`config.mk`:
```
export PLATFORM = sky130hd
export DESIGN_NAME = lcd_char_driver
export DESIGN_NICKNAME = d
export VERILOG_FILES = /design/src/rtl/lcd_pkg.sv /design/src/rtl/lcd_byte_tx.sv /design/src/rtl/lcd_char_driver.sv
export SDC_FILE = /design/constraint.sdc
export NUM_CORES = 1
export LEC_CHECK = 0
export CORE_ASPECT_RATIO = 1.25
export CORE_MARGIN = 2
export CORE_UTILIZATION = 50
export DETAILED_ROUTE_END_ITERATION = 8
export PLACE_DENSITY = 0.66
export SYNTH_ARGS = -nofsm -noshare
export SYNTH_HDL_FRONTEND = slang
export SYNTH_SLANG_ARGS = --single-unit
```
`constraint.sdc`:
```
create_clock -name clk -period 3 [get_ports clk]
set_input_delay 0.45 -clock clk [delete_from_list [all_inputs] [get_ports clk]]
set_output_delay 0.45 -clock clk [all_outputs]
set_load 0.01 [all_outputs]
```
`src/rtl/lcd_pkg.sv`:
```
// Shared types and constants for the HD44780 character LCD driver.
// Commands, FSM state encodings and display geometry.
package lcd_pkg;

  localparam logic [7:0] CMD_FUNC_SET = 8'h38;
  localparam logic [7:0] CMD_DISP_ON  = 8'h0C;
  localparam logic [7:0] CMD_ENTRY    = 8'h06;
  localparam logic [7:0] CMD_CLEAR    = 8'h01;
  localparam logic [7:0] CMD_LINE1    = 8'h80;
  localparam logic [7:0] CMD_LINE2    = 8'hC0;

  localparam int LCD_COLS  = 16;
  localparam int LCD_CHARS = 32;

  typedef enum logic [2:0] {
    PWRUP,
    INIT,
    ADDR,
    FETCH,
    WRITE,
    GAP
  } state_e;

  typedef enum logic [2:0] {
    TX_OFF,
    TX_SU,
    TX_PW,
    TX_H,
    TX_IDLE
  } tx_phase_e;

  function automatic logic [7:0] init_cmd(
    input logic [1:0] step
  );
    logic [7:0] c;
    unique case (step)
      2'd0: c = CMD_FUNC_SET;
      2'd1: c = CMD_DISP_ON;
      2'd2: c = CMD_ENTRY;
      2'd3: c = CMD_CLEAR;
    endcase
    return c;
  endfunction

endpackage

```
`src/rtl/lcd_byte_tx.sv`:
```
// One HD44780 bus write: setup, enable pulse, hold, then idle.
// done pulses on the last idle clock; busy covers the whole transfer.
module lcd_byte_tx
  import lcd_pkg::*;
#(
  parameter int T_SU    = 4,
  parameter int T_PW    = 25,
  parameter int T_H     = 4,
  parameter int T_WAIT  = 2500,
  parameter int T_CLEAR = 100000,
  parameter int CNT_W   = 20
) (
  input  logic       clk,
  input  logic       rst,
  input  logic       start,
  input  logic       rs,
  input  logic [7:0] data,
  input  logic       long_wait,
  output logic       lcd_e,
  output logic       lcd_rs,
  output logic [7:0] lcd_data,
  output logic       busy,
  output logic       done
);

  localparam logic [CNT_W-1:0] SU_LD = CNT_W'(T_SU - 1);
  localparam logic [CNT_W-1:0] PW_LD = CNT_W'(T_PW - 1);
  localparam logic [CNT_W-1:0] H_LD  = CNT_W'(T_H - 1);
  localparam logic [CNT_W-1:0] W_LD  = CNT_W'(T_WAIT - 1);
  localparam logic [CNT_W-1:0] C_LD  = CNT_W'(T_CLEAR - 1);

  tx_phase_e        phase_q;
  logic [CNT_W-1:0] cnt_q;
  logic             e_q;
  logic             rs_q;
  logic [7:0]       data_q;
  logic             long_q;
  logic             expired;

  assign expired = (cnt_q == '0);

  always_ff @(posedge clk or negedge rst) begin
    if (!rst) begin
      phase_q <= TX_OFF;
      cnt_q   <= '0;
      e_q     <= 1'b0;
      rs_q    <= 1'b0;
      data_q  <= '0;
      long_q  <= 1'b0;
    end else begin
      unique case (phase_q)
        TX_OFF: begin
          if (start) begin
            phase_q <= TX_SU;
            cnt_q   <= SU_LD;
            rs_q    <= rs;
            data_q  <= data;
            long_q  <= long_wait;
          end
        end
        TX_SU: begin
          if (expired) begin
            phase_q <= TX_PW;
            cnt_q   <= PW_LD;
            e_q     <= 1'b1;
          end else begin
            cnt_q <= cnt_q - 1'b1;
          end
        end
        TX_PW: begin
          if (expired) begin
            phase_q <= TX_H;
            cnt_q   <= H_LD;
            e_q     <= 1'b0;
          end else begin
            cnt_q <= cnt_q - 1'b1;
          end
        end
        TX_H: begin
          if (expired) begin
            phase_q <= TX_IDLE;
            cnt_q   <= long_q ? C_LD : W_LD;
          end else begin
            cnt_q <= cnt_q - 1'b1;
          end
        end
        TX_IDLE: begin
          if (expired) begin
            phase_q <= TX_OFF;
          end else begin
            cnt_q <= cnt_q - 1'b1;
          end
        end
        default: begin
          phase_q <= TX_OFF;
          e_q     <= 1'b0;
        end
      endcase
    end
  end

  assign lcd_e    = e_q;
  assign lcd_rs   = rs_q;
  assign lcd_data = data_q;
  assign busy     = (phase_q != TX_OFF);
  assign done     = (phase_q == TX_IDLE) && expired;

endmodule

```
`src/rtl/lcd_char_driver.sv`:
```
// 16x2 character LCD driver: power-up init, then continuous refresh
// of 32 characters fetched by index from a registered string source.
module lcd_char_driver
  import lcd_pkg::*;
#(
  parameter int T_PWRUP   = 750000,
  parameter int T_SU      = 4,
  parameter int T_PW      = 25,
  parameter int T_H       = 4,
  parameter int T_WAIT    = 2500,
  parameter int T_CLEAR   = 100000,
  parameter int T_REFRESH = 500000,
  parameter int CNT_W     = 20
) (
  input  logic       clk,
  input  logic       rst,
  output logic [4:0] index,
  input  logic [7:0] char_in,
  output logic       lcd_e,
  output logic       lcd_rs,
  output logic       lcd_rw,
  output logic [7:0] lcd_data,
  output logic       init_done,
  output logic       frame_done
);

  localparam logic [CNT_W-1:0] PWR_LD = CNT_W'(T_PWRUP - 1);
  localparam logic [CNT_W-1:0] REF_LD = CNT_W'(T_REFRESH - 1);
  localparam logic [4:0] LAST_L1 = 5'(LCD_COLS - 1);
  localparam logic [4:0] LAST_L2 = 5'(LCD_CHARS - 1);

  state_e           state_q;
  logic [CNT_W-1:0] cnt_q;
  logic [1:0]       step_q;
  logic             pend_q;
  logic             fetch_q;
  logic [4:0]       index_q;
  logic [7:0]       byte_q;
  logic             start_q;
  logic             tx_rs_q;
  logic [7:0]       tx_data_q;
  logic             tx_long_q;
  logic             init_done_q;
  logic             frame_done_q;

  logic tx_busy;
  logic tx_done;

  // pend_q marks a byte handed to the transmitter and not yet done;
  // in PWRUP it marks that the wait counter has been loaded.
  always_ff @(posedge clk or negedge rst) begin
    if (!rst) begin
      state_q      <= PWRUP;
      cnt_q        <= '0;
      step_q       <= '0;
      pend_q       <= 1'b0;
      fetch_q      <= 1'b0;
      index_q      <= '0;
      byte_q       <= '0;
      start_q      <= 1'b0;
      tx_rs_q      <= 1'b0;
      tx_data_q    <= '0;
      tx_long_q    <= 1'b0;
      init_done_q  <= 1'b0;
      frame_done_q <= 1'b0;
    end else begin
      start_q      <= 1'b0;
      frame_done_q <= 1'b0;
      unique case (state_q)
        PWRUP: begin
          if (!pend_q) begin
            pend_q <= 1'b1;
            cnt_q  <= PWR_LD;
          end else if (cnt_q == '0) begin
            pend_q  <= 1'b0;
            step_q  <= '0;
            state_q <= INIT;
          end else begin
            cnt_q <= cnt_q - 1'b1;
          end
        end
        INIT: begin
          if (!pend_q) begin
            if (!tx_busy) begin
              start_q   <= 1'b1;
              tx_rs_q   <= 1'b0;
              tx_data_q <= init_cmd(step_q);
              tx_long_q <= (step_q == 2'd3);
              pend_q    <= 1'b1;
            end
          end else if (tx_done) begin
            pend_q <= 1'b0;
            if (step_q == 2'd3) begin
              init_done_q <= 1'b1;
              state_q     <= ADDR;
            end else begin
              step_q <= step_q + 2'd1;
            end
          end
        end
        ADDR: begin
          if (!pend_q) begin
            if (!tx_busy) begin
              start_q   <= 1'b1;
              tx_rs_q   <= 1'b0;
              tx_data_q <= (index_q == '0) ? CMD_LINE1
                                           : CMD_LINE2;
              tx_long_q <= 1'b0;
              pend_q    <= 1'b1;
            end
          end else if (tx_done) begin
            pend_q  <= 1'b0;
            fetch_q <= 1'b0;
            state_q <= FETCH;
          end
        end
        FETCH: begin
          if (!fetch_q) begin
            fetch_q <= 1'b1;
          end else begin
            byte_q  <= char_in;
            state_q <= WRITE;
          end
        end
        WRITE: begin
          if (!pend_q) begin
            if (!tx_busy) begin
              start_q   <= 1'b1;
              tx_rs_q   <= 1'b1;
              tx_data_q <= byte_q;
              tx_long_q <= 1'b0;
              pend_q    <= 1'b1;
            end
          end else if (tx_done) begin
            pend_q <= 1'b0;
            if (index_q == LAST_L1) begin
              index_q <= index_q + 5'd1;
              state_q <= ADDR;
            end else if (index_q == LAST_L2) begin
              frame_done_q <= 1'b1;
              index_q      <= '0;
              cnt_q        <= REF_LD;
              state_q      <= GAP;
            end else begin
              index_q <= index_q + 5'd1;
              fetch_q <= 1'b0;
              state_q <= FETCH;
            end
          end
        end
        GAP: begin
          if (cnt_q == '0) begin
            state_q <= ADDR;
          end else begin
            cnt_q <= cnt_q - 1'b1;
          end
        end
        default: state_q <= PWRUP;
      endcase
    end
  end

  lcd_byte_tx #(
    .T_SU    (T_SU),
    .T_PW    (T_PW),
    .T_H     (T_H),
    .T_WAIT  (T_WAIT),
    .T_CLEAR (T_CLEAR),
    .CNT_W   (CNT_W)
  ) u_tx (
    .clk       (clk),
    .rst       (rst),
    .start     (start_q),
    .rs        (tx_rs_q),
    .data      (tx_data_q),
    .long_wait (tx_long_q),
    .lcd_e     (lcd_e),
    .lcd_rs    (lcd_rs),
    .lcd_data  (lcd_data),
    .busy      (tx_busy),
    .done      (tx_done)
  );

  assign index      = index_q;
  assign lcd_rw     = 1'b0;
  assign init_done  = init_done_q;
  assign frame_done = frame_done_q;

endmodule
```
==> flow_summary.ini, run 1 <==
[logic_synthesis]
avgSynthCellArea_um2 = 9.051
yosysUniqueCellTypes = 72
synth-edff-count = 0
synth-xor-area-share = 0.01380
synth_top_family_by_area = simple AND/OR/NAND/NOR gates
seq_area_frac_synth = 0.4288
synth.area.mux_share = 0.04189
netlist_area_um2 = 5077
ys.flop_type = dfrtp_1
synthCells = 561
synth-adder-area-share = 0.03401
synthSimpleGateAreaFrac = 0.2504
ys_ff_latch = 87
async_flop_share = 1.000
yosys_warnings = 0
synth_compound_area_frac = 0.1939
synth_nets = 584

[place]
placement.io_buffers = 26
pre_cts_slack_ns = 0.4050
post-place-cells = 712
dp_hpwl_um = 9323
gp_congestion = 0.9312

[clock_network]
cts_buffer_depth = 2
cts_hold_buf = 0
clkSinkCount = 87
cts_setup_buffers = 0
clock-root-buffer = clkbuf_16
clk_latency_ns = 0.35
ctsResizeCount = 0
htree_levels = 3
cts_tree = yes
numCtsBuffers = 9
cts.clk_slew.worst_paths_ns = 0.07

[grt]
gr-usage-all-layers = 0.2478
grt_pass1_vias = 4331
globalRouteOverflowTotal = 0
grt_pass1_wl_um = 21170
grt_max_degree = 60
antenna_found_initial = 0

[floorplan]
rows = 41
die_x_um = 94.13
die_area_um2 = 10980
die_h_um = 116.7
ios = 28
core_um2 = 10000
initial_core_util = 0.5076

[route]
drtIter0Drc = 275
drt_pass1_iterations = 6
drc = 0
vias_per_cell = 6.225
drt_wl_total_um = 12900
wl_per_cell_um = 17.72
vias = 4532
antenna_left = 0

[cells_and_area]
multi_input_area_um2 = 2726
drive_above_1_share = 0.1269
synthToLayoutAreaGrowth_pct = 16.02
layout.cells.most_common_list = 87 x dfrtp_1, 57 x nor2_1, 56 x o21ai_0
ff_latch_area_um2 = 2177
diodes = 0
nNetsFinal = 617
fillCellCount = 903
final_common_cell = dfrtp_1
fin_cells = 728

[timing]
rsz0062_at_grt = false
fin_crit_ns = 2.609
final_max_slew_viol_count = 0
max_slew_margin = 0.4786
max_slew.worst_pin.slew_ns = 0.7785
setup_viol = 0
finalCritPeriodShare = 0.8695
fin_skew_ns = 0.01073
layout_setup_ws_ns = 0.3914
finalHoldViolCount = 0
setup_tns_ns = 0
fmax_mhz = 383.4

[setup_path]
r2r-start = index[0]$_DFFE_PN0P_
cp_max_fo = 10
timing.rr.end = cnt_q[17]$_DFFE_PN0P_
worstPathRequired_ns = 3.23
rr_worst_depth = 9
crit_arrival_ns = 2.84
r2r_slack_ns = 0.39
cp-start-kind = flop
end_kind = flop
crit_type = flop to flop

[power_and_ir_drop]
finalPower_mw = 2.497
p_per_area_nw_per_um2 = 424.0
peakVddDrop_uv = 310.0
p_leak_nw = 2.495

[outcome]
status = complete, no violations

[job]
cap_viol_max_count = 0

[hold_path]
hp-class = primary input to asynchronous set/reset pin
worst max-delay path by stage:
| stage | from | endpoint | slack [ns] | depth (start not counted) |
|---|---|---|---|---|
| floorplan | index[0]$_DFFE_PN0P_ | cnt_q[13]$_DFFE_PN0P_ | 0.57 | 10 |
| global placement | index[0]$_DFFE_PN0P_ | cnt_q[13]$_DFFE_PN0P_ | 0.43 | 9 |
| detailed placement | index[0]$_DFFE_PN0P_ | cnt_q[11]$_DFFE_PN0P_ | 0.40 | 9 |
| CTS | index[0]$_DFFE_PN0P_ | cnt_q[13]$_DFFE_PN0P_ | 0.41 | 9 |
| global route | index[0]$_DFFE_PN0P_ | cnt_q[17]$_DFFE_PN0P_ | 0.24 | 9 |
| finish | index[0]$_DFFE_PN0P_ | cnt_q[17]$_DFFE_PN0P_ | 0.39 | 9 |
critical path, stage by stage (launching register included):
cell and delay [ns]:
dfrtp_1 0.43, ha_1 0.25, and3_1 0.22, ha_1 0.21, and3b_1 0.21, nand4_1 0.09, o21a_1 0.30, nor3_4 0.37
nand2_1 0.10, a221o_1 0.31
per-layer routing:
metal | wire [um] | track usage
met1 | 5272 | 0.3032
met2 | 6519 | 0.4162
met3 | 606 | 0.05097
met4 | 501 | 0.1246
met5 | 0 | 0
cells by family after synthesis:
kind of cell / count (synthesis)
other: 1
adder cells (fa/ha/maj): 14
AND/OR/NAND/NOR: 236
multiplexers: 19
flip-flops: 87
buffers and inverters: 44
AO/OA/AOI/OAI: 152
XOR/XNOR: 8
report_power, final:
group | switching, mW | internal, mW | leakage [nW]
Clock | 0.522 | 0.751 | 0.165
Sequential | 0.00297 | 1.18 | 1.12
Combinational | 0.0270 | 0.0165 | 1.21
Total | 0.552 | 1.94 | 2.50
area by class of cell:
class | count | share of cell area
Clock inverter | 7 | 0.01848
Clock buffer | 9 | 0.03823
Tap cell | 129 | 0.02740
Timing Repair Buffer | 45 | 0.07009
Sequential cell | 87 | 0.3696
Inverter | 21 | 0.01338
Multi-Input combinational cell | 430 | 0.4628
per-stage QoR:
stage | instance area, um2 | hold WS (ns) | util
after floorplan | 5077 | 0.1544 | -
after global placement | 5557 | 0.4581 | 0.5555
after detailed placement | 5557 | 0.4710 | 0.5555
after CTS | 5891 | 0.2066 | 0.5889
after global routing | 5891 | 0.2419 | 0.5889
final | 5891 | 0.1786 | 0.5889
flip-flops by register name, indices dropped and copies added (netlist names):
name / flops
cnt_q: 20
u_tx.lcd_e: 1
fetch_q: 1
frame_done: 1
index: 5
init_done: 1
pend_q: 1
u_tx.lcd_rs: 1
tx_long_q: 1
tx_data_q: 8
u_tx.cnt_q: 20
u_tx.lcd_data: 8
u_tx.long_q: 1
state_q: 3
byte_q: 8
step_q: 2
u_tx.phase_q: 3
start_q: 1
tx_rs_q: 1
Yosys cell counts, drive strengths merged, types with 5 or more instances:
master,n,share of area
inv,20,0.015
mux2,18,0.040
a22oi,7,0.010
nor2,58,0.043
a31oi,6,0.0074
nand2,51,0.038
nand2b,6,0.0089
nand3,27,0.027
ha,13,0.032
nor4,11,0.017
o31ai,9,0.014
dfrtp,87,0.43
nor3,25,0.032
nor4b,5,0.012
and3,5,0.0062
and2,6,0.0076
xnor2,7,0.012
nand4,12,0.018
a21oi,20,0.020
a22o,7,0.012
clkbuf,15,0.011
buf,8,0.0096
o21ai,60,0.059
nor2b,12,0.015
a211oi,5,0.0074
Power figures use the tool's default switching activity.
==> inputs of run 2 (changes only) <==
--- a/config.mk
+++ b/config.mk
@@ -7,9 +7,9 @@
 export LEC_CHECK = 0
 export CORE_ASPECT_RATIO = 1.25
 export CORE_MARGIN = 2
-export CORE_UTILIZATION = 50
+export CORE_UTILIZATION = 45
 export DETAILED_ROUTE_END_ITERATION = 8
-export PLACE_DENSITY = 0.66
+export PLACE_DENSITY = 0.6
 export SYNTH_ARGS = -nofsm -noshare
 export SYNTH_HDL_FRONTEND = slang
 export SYNTH_SLANG_ARGS = --single-unit
==> run 2 against run 1 <==
  * Final cell count rose by 1.2%
  * Sequential power barely moved
  * Clock power barely moved
  * Global-route usage fell by 2.4 points
  * Total power rose by 0.63%
  * Worst setup slack got worse by 0.049 ns
  * Combinational power fell by 3%
  * Via count fell by 2.1%
  * Critical path type unchanged
==> flow_summary.ini, run 2 (synthesized netlist as in run 1, its figures left out) <==
[floorplan]
die_x_um = 99.01
rows = 43
die_h_um = 122.8
initial_core_util = 0.4604
ios = 28
die_area_um2 = 12150
core_um2 = 11030

[timing]
rsz0062_at_grt = false
fin_crit_ns = 2.657
final_max_slew_viol_count = 0
holdWs_ns = 0.1037
finalHoldViolCount = 0
finalCritPeriodShare = 0.8857
max_slew_margin = 0.5237
setup_tns_ns = 0
setup_viol = 0
max_slew.worst_pin.slew_ns = 0.7112
fmax_mhz = 376.4
fin_skew_ns = 0.009896

[grt]
gr-usage-all-layers = 0.2242
grt_pass1_wl_um = 21690
antenna_found_initial = 0
globalRouteOverflowTotal = 0
grt_pass1_vias = 4421
grt_max_degree = 46

[power_and_ir_drop]
seqPwrFrac = 0.470
p_int_mw = 1.945
p_per_area_nw_per_um2 = 424.9
p_sw_mw = 0.5679
power_frac_clock = 0.513
p_leak_nw = 2.500
sw_frac_of_total = 0.2260
power_frac_comb = 0.017
finalPower_mw = 2.513
peakVddDrop_uv = 235.0

[cells_and_area]
fin_cells = 737
layout.cells.most_common_list = 87 x dfrtp_1, 57 x nor2_1, 56 x o21ai_0
largest_registers = cnt_q (20), u_tx.cnt_q (20)
synthToLayoutAreaGrowth_pct = 16.49
final_util = 0.5362
nNetsFinal = 620
diodes = 0
final_common_cell = dfrtp_1
drive_above_1_share = 0.1312

[clock_network]
ctsResizeCount = 0
cts.clk_slew.worst_paths_ns = 0.07
clk_latency_ns = 0.35
cts_tree = yes
htree_levels = 3
cts_hold_buf = 0
clock-root-buffer = clkbuf_16
cts_setup_buffers = 0
numCtsBuffers = 9
clkSinkCount = 87
cts_buffer_depth = 2

[route]
drtIter0Drc = 204
drt_pass1_iterations = 5
wl_per_cell_um = 17.91
vias_per_cell = 6.018
drt_wl_total_um = 13200
drc = 0
vias = 4435
antenna_left = 0

[setup_path]
crit_arrival_ns = 2.93
worstPathRequired_ns = 3.28
cpPeakStageDelay_ns = 0.50
cp-start-kind = flop
crit_chain = ha_1, and3_1, ha_1, and3b_1, nand4_1, o21a_1, nand2b_4, or4_1, nand3_1
crit_slowest_cell = or4_1
cp_max_fo = 13
end_kind = flop
cpMostUsedCell = ha_1
crit_type = flop to flop

[place]
dp_hpwl_um = 9540
post-place-cells = 721
placement.io_buffers = 26
gp_congestion = 0.9284

[outcome]
status = complete, no violations

[hold_path]
hp-class = primary input to asynchronous set/reset pin

[job]
cap_viol_max_count = 0
[run 2: cell count changes in the layout (fill, tap and decap cells not counted), sizes merged]
cell	delta
clkinv	+1
buf	+3
inv	-2
clkinvlp	+1
[run 2: routing by layer]
metal / track usage / up-vias / wire [um]
li1: - / 2141 / -
met3: 0.02335 / 37 / 341
met1: 0.2716 / 2158 / 5638
met4: 0.1250 / 0 / 521
met5: 0 / - / 0
met2: 0.3894 / 99 / 6696
[run 2: worst paths after layout]
| kind | endpoint | start | cells after the start | slack, ns |
|---|---|---|---|---|
| setup reg to reg | cnt_q[13]$_DFFE_PN0P_ | index[0]$_DFFE_PN0P_ | 9 | 0.34 |
| min in group clk | tx_rs_q$_DFFE_PN0P_ | tx_rs_q$_DFFE_PN0P_ | 2 | 0.48 |
| setup / recovery | cnt_q[13]$_DFFE_PN0P_ | index[0]$_DFFE_PN0P_ | 9 | 0.34 |
| hold / removal | u_tx.cnt_q[12]$_DFFE_PN0P_ | rst | 1 | 0.10 |
| max in group asynchronous | byte_q[7]$_DFFE_PN0P_ | rst | 2 | 2.16 |
| hold reg to reg | tx_rs_q$_DFFE_PN0P_ | tx_rs_q$_DFFE_PN0P_ | 2 | 0.48 |
[run 2: area by class of cell]
type	instances	area [um2]
clock buffer	9	225.2
clock inverter	7	115.1
timing repair buffer	48	422.9
multi-input combinational	430	2726
fill	991	5115
sequential	87	2177
tap	135	168.9
inverter	21	78.83
[run 2: critical path, delay by kind of cell, from the launching register on]
family	cells	cell delay, ns
adders and majority gates	2	0.46
and+or+nand+nor	6	1.39
AOI/OAI and AO/OA	1	0.31
DFF	1	0.42
[run 2: power groups by stage]
stage / clock (mW) / sequential (mW) / combinational, mW
6_report: 1.29 / 1.18 / 0.0423
5_1_grt: 1.35 / 1.18 / 0.0490
4_1_cts: 1.30 / 1.18 / 0.0444
3_5_place_dp: 0 / 1.20 / 0.0445
3_3_place_gp: 0 / 1.20 / 0.0439
2_1_floorplan: 0 / 1.20 / 0.00658
[run 2: per-stage QoR]
step                area, um2  worst slack (ns)
floorplan                5077            0.5700
global placement         5574            0.4111
detailed placement       5574            0.3640
CTS                      5914            0.3429
global route             5914            0.1649
finish                   5914            0.3429
==> inputs of run 3 (changes only) <==
--- a/config.mk
+++ b/config.mk
@@ -9,6 +9,7 @@
 export CORE_MARGIN = 2
 export CORE_UTILIZATION = 45
 export DETAILED_ROUTE_END_ITERATION = 8
+export GPL_TIMING_DRIVEN = 0
 export PLACE_DENSITY = 0.6
 export SYNTH_ARGS = -nofsm -noshare
 export SYNTH_HDL_FRONTEND = slang
==> run 3 against run 2 <==
  * Sequential power is essentially flat
  * Non-clock buffer count up 2
  * Final cell count increased by 0.27%
  * Register-to-register slack got worse by 0.14 ns
  * Final area is 1.3% lower
==> flow_summary.ini, run 3 (synthesized netlist as in run 1, its figures left out) <==
[outcome]
status = complete, no violations

[setup_path]
crit_type = flop to flop
cpPeakStageDelay_ns = 0.43
rr_worst_depth = 10
crit_cells = 10
crit_chain = ha_1, and3_1, ha_1, and3b_1, nand4_1, o21a_1, buf_6, nor3_4, nand2_1, a221o_1
r2r-start = index[0]$_DFFE_PN0P_
crit_end = cnt_q[17]$_DFFE_PN0P_
cp_max_fo = 10
r2r_slack_ns = 0.20
crit_path_start = index[0]$_DFFE_PN0P_
end_kind = flop
crit_arrival_ns = 3.03
timing.rr.end = cnt_q[17]$_DFFE_PN0P_
path_buf_inv = 1
crit_slowest_cell = dfrtp_1
cp-start-kind = flop
worstPathRequired_ns = 3.23
cpMostUsedCell = ha_1
crit_family = simple AND/OR/NAND/NOR gates

[grt]
grt_pass1_wl_um = 22240
globalRouteOverflowTotal = 0
antenna_found_initial = 0
grt_pass1_vias = 4345
gr-usage-all-layers = 0.2332
grt_max_degree = 56

[floorplan]
die_area_um2 = 12150
die_h_um = 122.8
initial_core_util = 0.4604
core_um2 = 11030
rows = 43
die_x_um = 99.01
ios = 28

[cells_and_area]
multi_input_area_um2 = 2720
fillCellCount = 1031
synthToLayoutAreaGrowth_pct = 14.96
final_cell_area_um2 = 5837
final_common_cell = dfrtp_1
diodes = 0
fin_cells = 739
layout.cells.most_common_list = 87 x dfrtp_1, 57 x nor2_1, 56 x o21ai_0
largest_registers = cnt_q (20), u_tx.cnt_q (20)
drive_above_1_share = 0.1093
nNetsFinal = 622
ff_latch_area_um2 = 2177

[place]
placement.io_buffers = 26
post-place-cells = 723
dp_hpwl_um = 10000
placed_cell_area_um2 = 5532
gp_congestion = 0.9227

[timing]
rsz0062_at_grt = false
fin_crit_ns = 2.800
final_max_slew_viol_count = 0
finalCritPeriodShare = 0.9335
max_slew.worst_pin.slew_ns = 1.117
fmax_mhz = 357.1
setup_viol = 0
fin_skew_ns = 0.01173
finalHoldViolCount = 0
holdWs_ns = 0.05120
max_slew_margin = 0.2484

[route]
drt_pass1_iterations = 5
drc = 0
wl_per_cell_um = 18.13
drt_wl_total_um = 13400
antenna_left = 0
vias_per_cell = 6.070
drtIter0Drc = 219
vias = 4486

[clock_network]
htree_levels = 3
cts.clk_slew.worst_paths_ns = 0.07
numCtsBuffers = 9
clock-root-buffer = clkbuf_16
clkSinkCount = 87
cts_hold_buf = 0
cts_buffer_depth = 2
cts_tree = yes
clk_latency_ns = 0.35

[job]
cap_viol_max_count = 0

[power_and_ir_drop]
peakVddDrop_uv = 232.6
p_per_area_nw_per_um2 = 403.3
p_leak_nw = 2.446

[hold_path]
hp-class = primary input to asynchronous set/reset pin
-- run 3: cell count changes in the layout (fill, tap and decap cells not counted), moves of 2 or more --
cell / before / now
clkbuf_1: 0 / 14
buf_4: 23 / 2
buf_2: 0 / 6
clkinv_4: 0 / 2
bufinv_16: 2 / 0
-- run 3: worst min path at each step --
stage	start	endpoint	slack (ns)
2_1_floorplan	rst	byte_q[0]$_DFFE_PN0P_	0.15
3_3_place_gp	tx_data_q[6]$_DFFE_PN0P_	tx_data_q[6]$_DFFE_PN0P_	0.46
3_5_place_dp	rst	u_tx.cnt_q[0]$_DFFE_PN0P_	0.44
4_1_cts	rst	u_tx.phase_q[2]$_DFFE_PN0P_	0.06
5_1_grt	rst	pend_q$_DFFE_PN0P_	0.08
6_report	rst	u_tx.cnt_q[0]$_DFFE_PN0P_	0.05
-- run 3: repair_timing --
action / in CTS / in global routing
endpoints found under the hold margin: 0 / 0
gates resized for setup: 0 / 1
buffers inserted: 0 / 0
endpoints found under the setup margin: 0 / 3
-- run 3: worst register-to-register path: cells and delay by family (launching register included) --
kind	cells	cell delay, ns
and+or+nand+nor	5	1.08
AOI/OAI and AO/OA	2	0.54
adders and majority gates	2	0.49
DFF	1	0.43
buffers and inverters	1	0.14
-- run 3: power breakdown --
| group | switching [mW] | internal, mW |
|---|---|---|
| sequential | 0.00310 | 1.18 |
| combinational | 0.0270 | 0.0185 |
| clock | 0.539 | 0.589 |
-- run 3: area by class of cell --
type                       instances  area share
tap                              135     0.02894
inverter                          21     0.01350
multi-input combinational        430      0.4660
clock buffer                       9     0.03859
buffer                            23     0.01822
sequential                        87      0.3730
clock inverter                     7     0.01286
timing repair buffer              27     0.04887
-- run 3: per-stage QoR --
stage	setup WS [ns]	total power, mW	setup TNS, ns	utilization
global placement	-1.789	1.247	-155.29	0.4993
CTS	0.1730	2.386	0	0.5288
floorplan	0.5700	1.209	0	-
finish	0.1996	2.354	0	0.5292
detailed placement	0.1896	1.252	0	0.5015
global route	0.008995	2.430	0	0.5292
-- run 3: per-layer routing --
layer	track usage	vias to the layer above	wire, um
li1	-	2145	-
met2	0.4024	90	6916
met3	0.02677	43	318
met5	0	-	0
met1	0.2760	2208	5540
met4	0.1464	0	623
